$ cat config.mk
export PLATFORM = sky130hd
export DESIGN_NAME = ddr2_axi_req_queue
export DESIGN_NICKNAME = d
export VERILOG_FILES = /design/src/rtl/ddr2_pkg.sv /design/src/rtl/ddr2_req_fifo.sv /design/src/rtl/ddr2_axi_req_queue.sv
export SDC_FILE = /design/constraint.sdc
export NUM_CORES = 1
export LEC_CHECK = 0
export CORE_MARGIN = 3
export CORE_UTILIZATION = 51
export CTS_CLUSTER_DIAMETER = 30
export DETAILED_ROUTE_END_ITERATION = 6
export GPL_ROUTABILITY_DRIVEN = 0
export PLACE_DENSITY_LB_ADDON = 0.2
export SYNTH_ARGS = -nofsm -noshare
export SYNTH_HDL_FRONTEND = slang
export SYNTH_HIERARCHICAL = 1
export SYNTH_SLANG_ARGS = --single-unit
export TNS_END_PERCENT = 5
$ cat constraint.sdc
create_clock -name ACLK -period 10.39 [get_ports ACLK]
set_input_delay 2.078 -clock ACLK [delete_from_list [all_inputs] [get_ports ACLK]]
set_output_delay 2.078 -clock ACLK [all_outputs]
set_load 0.05 [all_outputs]
$ cat src/rtl/ddr2_pkg.sv
// Shared types for the DDR2 AXI controller front-end: queued request record and arbiter grant.
package ddr2_pkg;

    localparam int unsigned DDR2_ADDR_WIDTH = 28;
    localparam int unsigned DDR2_DATA_WIDTH = 32;
    localparam int unsigned DDR2_ID_WIDTH   = 4;
    localparam int unsigned DDR2_STRB_WIDTH = DDR2_DATA_WIDTH / 8;

    typedef struct packed {
        logic                       write;
        logic [DDR2_ID_WIDTH-1:0]   id;
        logic [DDR2_ADDR_WIDTH-1:0] addr;
        logic [DDR2_DATA_WIDTH-1:0] wdata;
        logic [DDR2_STRB_WIDTH-1:0] wstrb;
    } ddr2_req_t;

    typedef enum logic {
        GRANT_WRITE = 1'b0,
        GRANT_READ  = 1'b1
    } arb_grant_t;

endpackage

$ cat src/rtl/ddr2_req_fifo.sv
// Synchronous request FIFO; head entry is read combinationally, occupancy exported as a count.
module ddr2_req_fifo
    import ddr2_pkg::*;
#(
    parameter type         entry_t = ddr2_req_t,
    parameter int unsigned DEPTH   = 4
) (
    input  logic                       clk_i,
    input  logic                       rst_i,
    input  logic                       push_i,
    input  entry_t                     data_i,
    input  logic                       pop_i,
    output entry_t                     data_o,
    output logic [$clog2(DEPTH+1)-1:0] count_o
);

    localparam int unsigned PtrW = $clog2(DEPTH);
    localparam int unsigned CntW = $clog2(DEPTH + 1);

    entry_t            mem_q [DEPTH];
    logic [PtrW-1:0]   wr_ptr_q, rd_ptr_q;
    logic [CntW-1:0]   count_q, count_d;
    logic              do_push, do_pop;

    // A push into a full FIFO is only legal when the head leaves in the same cycle.
    assign do_pop  = pop_i && (count_q != '0);
    assign do_push = push_i && ((count_q != CntW'(DEPTH)) || do_pop);

    always_comb begin
        count_d = count_q;
        if (do_push && !do_pop) begin
            count_d = count_q + CntW'(1);
        end else if (!do_push && do_pop) begin
            count_d = count_q - CntW'(1);
        end
    end

    always_ff @(posedge clk_i or posedge rst_i) begin
        if (rst_i) begin
            wr_ptr_q <= '0;
            rd_ptr_q <= '0;
            count_q  <= '0;
            for (int i = 0; i < DEPTH; i++) begin
                mem_q[i] <= '0;
            end
        end else begin
            count_q <= count_d;
            if (do_push) begin
                mem_q[wr_ptr_q] <= data_i;
                wr_ptr_q        <= wr_ptr_q + PtrW'(1);
            end
            if (do_pop) begin
                rd_ptr_q <= rd_ptr_q + PtrW'(1);
            end
        end
    end

    assign data_o  = mem_q[rd_ptr_q];
    assign count_o = count_q;

endmodule

$ cat src/rtl/ddr2_axi_req_queue.sv
// AXI4-Lite AW/W/AR front-end: holds one beat per channel, pairs AW with W, round-robins
// writes against reads and queues the result for the controller FSM.
module ddr2_axi_req_queue
    import ddr2_pkg::*;
#(
    parameter int unsigned ADDR_WIDTH   = DDR2_ADDR_WIDTH,
    parameter int unsigned DATA_WIDTH   = DDR2_DATA_WIDTH,
    parameter int unsigned AXI_ID_WIDTH = DDR2_ID_WIDTH,
    parameter int unsigned DEPTH        = 4
) (
    input  logic                       ACLK,
    input  logic                       ARESET,
    input  logic [AXI_ID_WIDTH-1:0]    S_AXI_AWID,
    input  logic [ADDR_WIDTH-1:0]      S_AXI_AWADDR,
    input  logic                       S_AXI_AWVALID,
    output logic                       S_AXI_AWREADY,
    input  logic [DATA_WIDTH-1:0]      S_AXI_WDATA,
    input  logic [DATA_WIDTH/8-1:0]    S_AXI_WSTRB,
    input  logic                       S_AXI_WVALID,
    output logic                       S_AXI_WREADY,
    input  logic [AXI_ID_WIDTH-1:0]    S_AXI_ARID,
    input  logic [ADDR_WIDTH-1:0]      S_AXI_ARADDR,
    input  logic                       S_AXI_ARVALID,
    output logic                       S_AXI_ARREADY,
    output logic                       req_valid,
    input  logic                       req_ready,
    output logic                       req_write,
    output logic [AXI_ID_WIDTH-1:0]    req_id,
    output logic [ADDR_WIDTH-1:0]      req_addr,
    output logic [DATA_WIDTH-1:0]      req_wdata,
    output logic [DATA_WIDTH/8-1:0]    req_wstrb,
    output logic [$clog2(DEPTH+1)-1:0] req_count
);

    localparam int unsigned CntW  = $clog2(DEPTH + 1);
    localparam int unsigned StrbW = DATA_WIDTH / 8;

    logic                    aw_full_q, aw_full_d, w_full_q, w_full_d, ar_full_q, ar_full_d;
    logic [AXI_ID_WIDTH-1:0] aw_id_q, ar_id_q;
    logic [ADDR_WIDTH-1:0]   aw_addr_q, ar_addr_q;
    logic [DATA_WIDTH-1:0]   w_data_q;
    logic [StrbW-1:0]        w_strb_q;
    arb_grant_t              last_grant_q, last_grant_d, grant;

    logic      aw_hs, w_hs, ar_hs, wr_cand, rd_cand, has_space, push, pop;
    ddr2_req_t push_req, head;

    assign S_AXI_AWREADY = !aw_full_q;
    assign S_AXI_WREADY  = !w_full_q;
    assign S_AXI_ARREADY = !ar_full_q;

    assign aw_hs = S_AXI_AWVALID && !aw_full_q;
    assign w_hs  = S_AXI_WVALID && !w_full_q;
    assign ar_hs = S_AXI_ARVALID && !ar_full_q;
    assign pop   = req_valid && req_ready;

    always_comb begin
        wr_cand   = aw_full_q && w_full_q;
        rd_cand   = ar_full_q;
        has_space = (req_count != CntW'(DEPTH)) || pop;

        if (wr_cand && rd_cand) begin
            grant = (last_grant_q == GRANT_READ) ? GRANT_WRITE : GRANT_READ;
        end else if (rd_cand) begin
            grant = GRANT_READ;
        end else begin
            grant = GRANT_WRITE;
        end
        push = (wr_cand || rd_cand) && has_space;

        push_req       = '0;
        push_req.write = (grant == GRANT_WRITE);
        if (grant == GRANT_WRITE) begin
            push_req.id    = aw_id_q;
            push_req.addr  = aw_addr_q;
            push_req.wdata = w_data_q;
            push_req.wstrb = w_strb_q;
        end else begin
            push_req.id   = ar_id_q;
            push_req.addr = ar_addr_q;
        end

        last_grant_d = push ? grant : last_grant_q;

        // A slot cannot be refilled in its push cycle: its READY is still low.
        aw_full_d = aw_full_q;
        w_full_d  = w_full_q;
        ar_full_d = ar_full_q;
        if (push && (grant == GRANT_WRITE)) begin
            aw_full_d = 1'b0;
            w_full_d  = 1'b0;
        end
        if (push && (grant == GRANT_READ)) begin
            ar_full_d = 1'b0;
        end
        if (aw_hs) aw_full_d = 1'b1;
        if (w_hs)  w_full_d  = 1'b1;
        if (ar_hs) ar_full_d = 1'b1;
    end

    always_ff @(posedge ACLK or posedge ARESET) begin
        if (ARESET) begin
            aw_full_q    <= 1'b0;
            w_full_q     <= 1'b0;
            ar_full_q    <= 1'b0;
            aw_id_q      <= '0;
            aw_addr_q    <= '0;
            w_data_q     <= '0;
            w_strb_q     <= '0;
            ar_id_q      <= '0;
            ar_addr_q    <= '0;
            last_grant_q <= GRANT_READ;
        end else begin
            aw_full_q    <= aw_full_d;
            w_full_q     <= w_full_d;
            ar_full_q    <= ar_full_d;
            last_grant_q <= last_grant_d;
            if (aw_hs) begin
                aw_id_q   <= S_AXI_AWID;
                aw_addr_q <= S_AXI_AWADDR;
            end
            if (w_hs) begin
                w_data_q <= S_AXI_WDATA;
                w_strb_q <= S_AXI_WSTRB;
            end
            if (ar_hs) begin
                ar_id_q   <= S_AXI_ARID;
                ar_addr_q <= S_AXI_ARADDR;
            end
        end
    end

    ddr2_req_fifo #(
        .entry_t (ddr2_req_t),
        .DEPTH   (DEPTH)
    ) u_fifo (
        .clk_i   (ACLK),
        .rst_i   (ARESET),
        .push_i  (push),
        .data_i  (push_req),
        .pop_i   (pop),
        .data_o  (head),
        .count_o (req_count)
    );

    assign req_valid = (req_count != '0);
    assign req_write = head.write;
    assign req_id    = head.id;
    assign req_addr  = head.addr;
    assign req_wdata = head.wdata;
    assign req_wstrb = head.wstrb;

endmodule

==> results.tsv <==
stage	metric	value	unit
routing	wl_per_cell	21.8	um
timing	worstMarginPinSlew	1.03	ns
routing	dr.pass1.iters	5	
timing	fmax	0.177	GHz
synthesis	synthTopCellsByCount	dfrtp_1 (386), mux2_2 (365), mux4_2 (69)	
cells_and_area	nNetsFinal	1339	
cells_and_area	stdcell_area	22100	um2
cts	cts.sinks	387	
grt	grt_pass1_vias	10800	
synthesis	yosys.area_share.simple	2.13	%
worst_setup_path	arrival	3.58	ns
outcome	outcome	completed	
worst_setup_path	cp-start-kind	register	
cells_and_area	drive_gt1_share	50.0	%
grt	antenna_found_initial	1	
timing	finalHoldViolCount	0	
synthesis	synth_top_family_by_area	multiplexers	
routing	drc	0	
cts	cts_buffers	82	
grt	grt_max_degree	144	
floorplan	num_io_pins	182	
synthesis	synth-async-reset-ratio	100	%
timing	post-route-min-period	5.66	ns
timing	slew_headroom	31.6	%
cts	cts.htree.levels	3	
cells_and_area	regArea	9690	um2
worst_setup_path	crit_path_max_fanout	47	
cells_and_area	synthToLayoutAreaGrowth	29.0	%
routing	wl	37800	um
placed_design	place_inst	1585	
timing	slew_violations	0	
timing	rsz0062_at_grt	false	
cells_and_area	multiInputGateArea	6920	um2
synthesis	synth_compound_area_share	0.336	%
timing	finalSetupTns	0	ns
synthesis	yosysTopAreaCell	dfrtp_1	
synthesis	synth_cells	1017	
routing	ant_nets	0	
synthesis	synthMuxAreaShare	37.0	%
floorplan	core_area	32800	um2
routing	drtIter0Drc	426	
routing	dr_total_vias	9560	
synthesis	synthesis.area	17100	um2
synthesis	synth-edff-count	0	
synthesis	ys_ff_latch	387	
cells_and_area	instances_no_fill	1735	
worst_setup_path	cp.required	8.31	ns
worst_setup_path	critical_path.endpoint	req_addr[26]	
grt	grt_usage	22.1	%
cts	worstSkewPairLatency	0.56	ns
placed_design	hpwlAfterDp	21700	um
routing	viasPerCell	5.51	
synthesis	synthAdderAreaFrac	0.483	%
worst_setup_path	timing.rr.start	u_fifo/count_o[0]	
synthesis	synth-xor-area-share	0.307	%
floorplan	dieArea	35800	um2
grt	overflow	0	
cts	postCtsSetupBuffers	0	
grt	grt_pass1_wl	61500	um
timing	skew	0.0151	ns
cts	clockRootBuffer	clkbuf_16	
synthesis	post-synth-top-count-cell	dfrtp_1	
synthesis	synth_top_flop_cell	dfrtp_1	
run	max-cap-violations	0	
synthesis	synthTopCellsByArea	dfrtp_1 (56%), mux2_2 (24%), mux4_2 (9.1%)	
cts	cts_tree	yes	
placed_design	placed_area	19100	um2
cells_and_area	fill_cells	2239	
synthesis	ys.warnings.count	6	
cts	clk_transition_reported_paths	0.05	ns
worst_setup_path	r2r_end	u_fifo/mem_q[216]	
worst_setup_path	startpoint	u_fifo/rd_ptr_q[0]	
floorplan	start_util	52.2	%
worst_setup_path	reg2reg_slack	7.30	ns
cts	ctsHoldBuffers	0	
floorplan	die_w	189	um
floorplan	rows	66	
worst_setup_path	endpoint_kind	output port	
hold_path	hold_class	register to register	
worst_setup_path	crit_type	register to output port	
floorplan	dieHeight	189	um
cts	cts_resized	0	
synthesis	syn_avg_cell_area	16.8	um2
timing	final.period_utilization	54.5	%
worst_setup_path	ff2ff_path_depth	6	
synthesis	synth.distinct_cells	36	
synthesis	ys_seq_area_share	56.6	%
timing	finalSetupViolations	0	
synthesis	syn_nets	1129	
cts	cts.path.max_buffers	3	
synthesis	synth_top_area_share	56.5	%
placed_design	portBuffers	181	
[critical path, stage by stage (launching register included)]
cell	delay [ns]
dfrtp_4	0.76
buf_4	0.80
mux4_2	0.64
clkdlybuf4s50_1	0.72
[state kept, by name, indices dropped and copies added, names as in the netlist]
signal / flops
ar_addr_q: 28
u_fifo/mem_q: 276
u_fifo/count_o: 3
aw_addr_q: 28
ar_full_q: 1
aw_full_q: 1
ar_id_q: 4
w_full_q: 1
last_grant_q: 1
aw_id_q: 4
u_fifo/rd_ptr_q: 2
w_data_q: 32
w_strb_q: 4
u_fifo/wr_ptr_q: 2
[cells in the final DEF (no fill, tap or decap), types with 2 or more instances in the layout]
cell type | Yosys | layout
nand3b_1 | 2 | 2
clkdlybuf4s50_1 | 0 | 181
mux2_1 | 3 | 3
clkinv_2 | 0 | 6
o31ai_1 | 2 | 2
clkbuf_16 | 0 | 83
inv_6 | 0 | 9
clkinv_4 | 0 | 9
buf_4 | 1 | 11
nor2_1 | 2 | 2
mux4_2 | 69 | 69
inv_1 | 9 | 7
xor2_1 | 2 | 2
bufinv_16 | 0 | 13
dfrtp_4 | 0 | 2
clkbuf_8 | 0 | 15
a21o_1 | 2 | 2
and3_4 | 2 | 4
xnor2_1 | 4 | 4
dfrtp_1 | 386 | 384
nor2b_4 | 0 | 3
clkinvlp_4 | 0 | 8
ha_1 | 5 | 5
mux2_4 | 42 | 42
mux2_2 | 365 | 365
clkbuf_1 | 4 | 6
and2_1 | 37 | 37
[area by class of cell]
| class | instances | share of cell area, % |
|---|---|---|
| diodes | 1 | 0.0113 |
| clock buffers | 104 | 10.4 |
| clock inverters | 45 | 2.89 |
| inverters | 9 | 0.198 |
| multi-input cells | 554 | 31.3 |
| flip-flops and latches | 387 | 43.9 |
| well taps | 442 | 2.51 |
| repair buffers | 193 | 8.67 |
[how the worst min path moves through the flow]
stage                      start                 to  cells past startpoint
3_3_place_gp        aw_addr_q[0]       aw_addr_q[0]                      1
6_report             w_strb_q[1]        w_strb_q[1]                      1
4_1_cts            aw_addr_q[27]      aw_addr_q[27]                      1
2_1_floorplan       aw_addr_q[0]       aw_addr_q[0]                      1
3_5_place_dp       aw_addr_q[27]      aw_addr_q[27]                      1
5_1_grt        u_fifo/mem_q[100]  u_fifo/mem_q[100]                      1
[cell families (layout without fill, tap and decap cells)]
family / after synthesis / count (layout)
xor+xnor: 6 / 6
buf+inv: 76 / 351
compound gates: 8 / 8
simple gates: 55 / 55
fa+ha+maj: 6 / 6
other cells: 0 / 1
flops: 387 / 387
mux: 479 / 479
[metal layers]
| metal | GRT usage [%] | vias up | routed length [um] |
|---|---|---|---|
| met5 | 0 | - | 0 |
| li1 | - | 4187 | - |
| met1 | 30.2 | 5081 | 16700 |
| met3 | 4.50 | 65 | 1660 |
| met4 | 6.85 | 0 | 752 |
| met2 | 36.0 | 227 | 18700 |
[per-stage QoR]
step | hold slack, ns | utilization [%] | setup slack, ns
finish | 0.491 | 67.3 | 4.73
global route | 0.505 | 67.3 | 4.46
CTS | 0.491 | 67.3 | 4.58
detailed placement | 0.478 | 58.3 | 5.21
global placement | 0.466 | 58.3 | 5.25
floorplan | 0.452 | - | 0.505
Power is not shown: default switching activity piles up to over one toggle a cycle in this logic, so the estimate is an artifact.
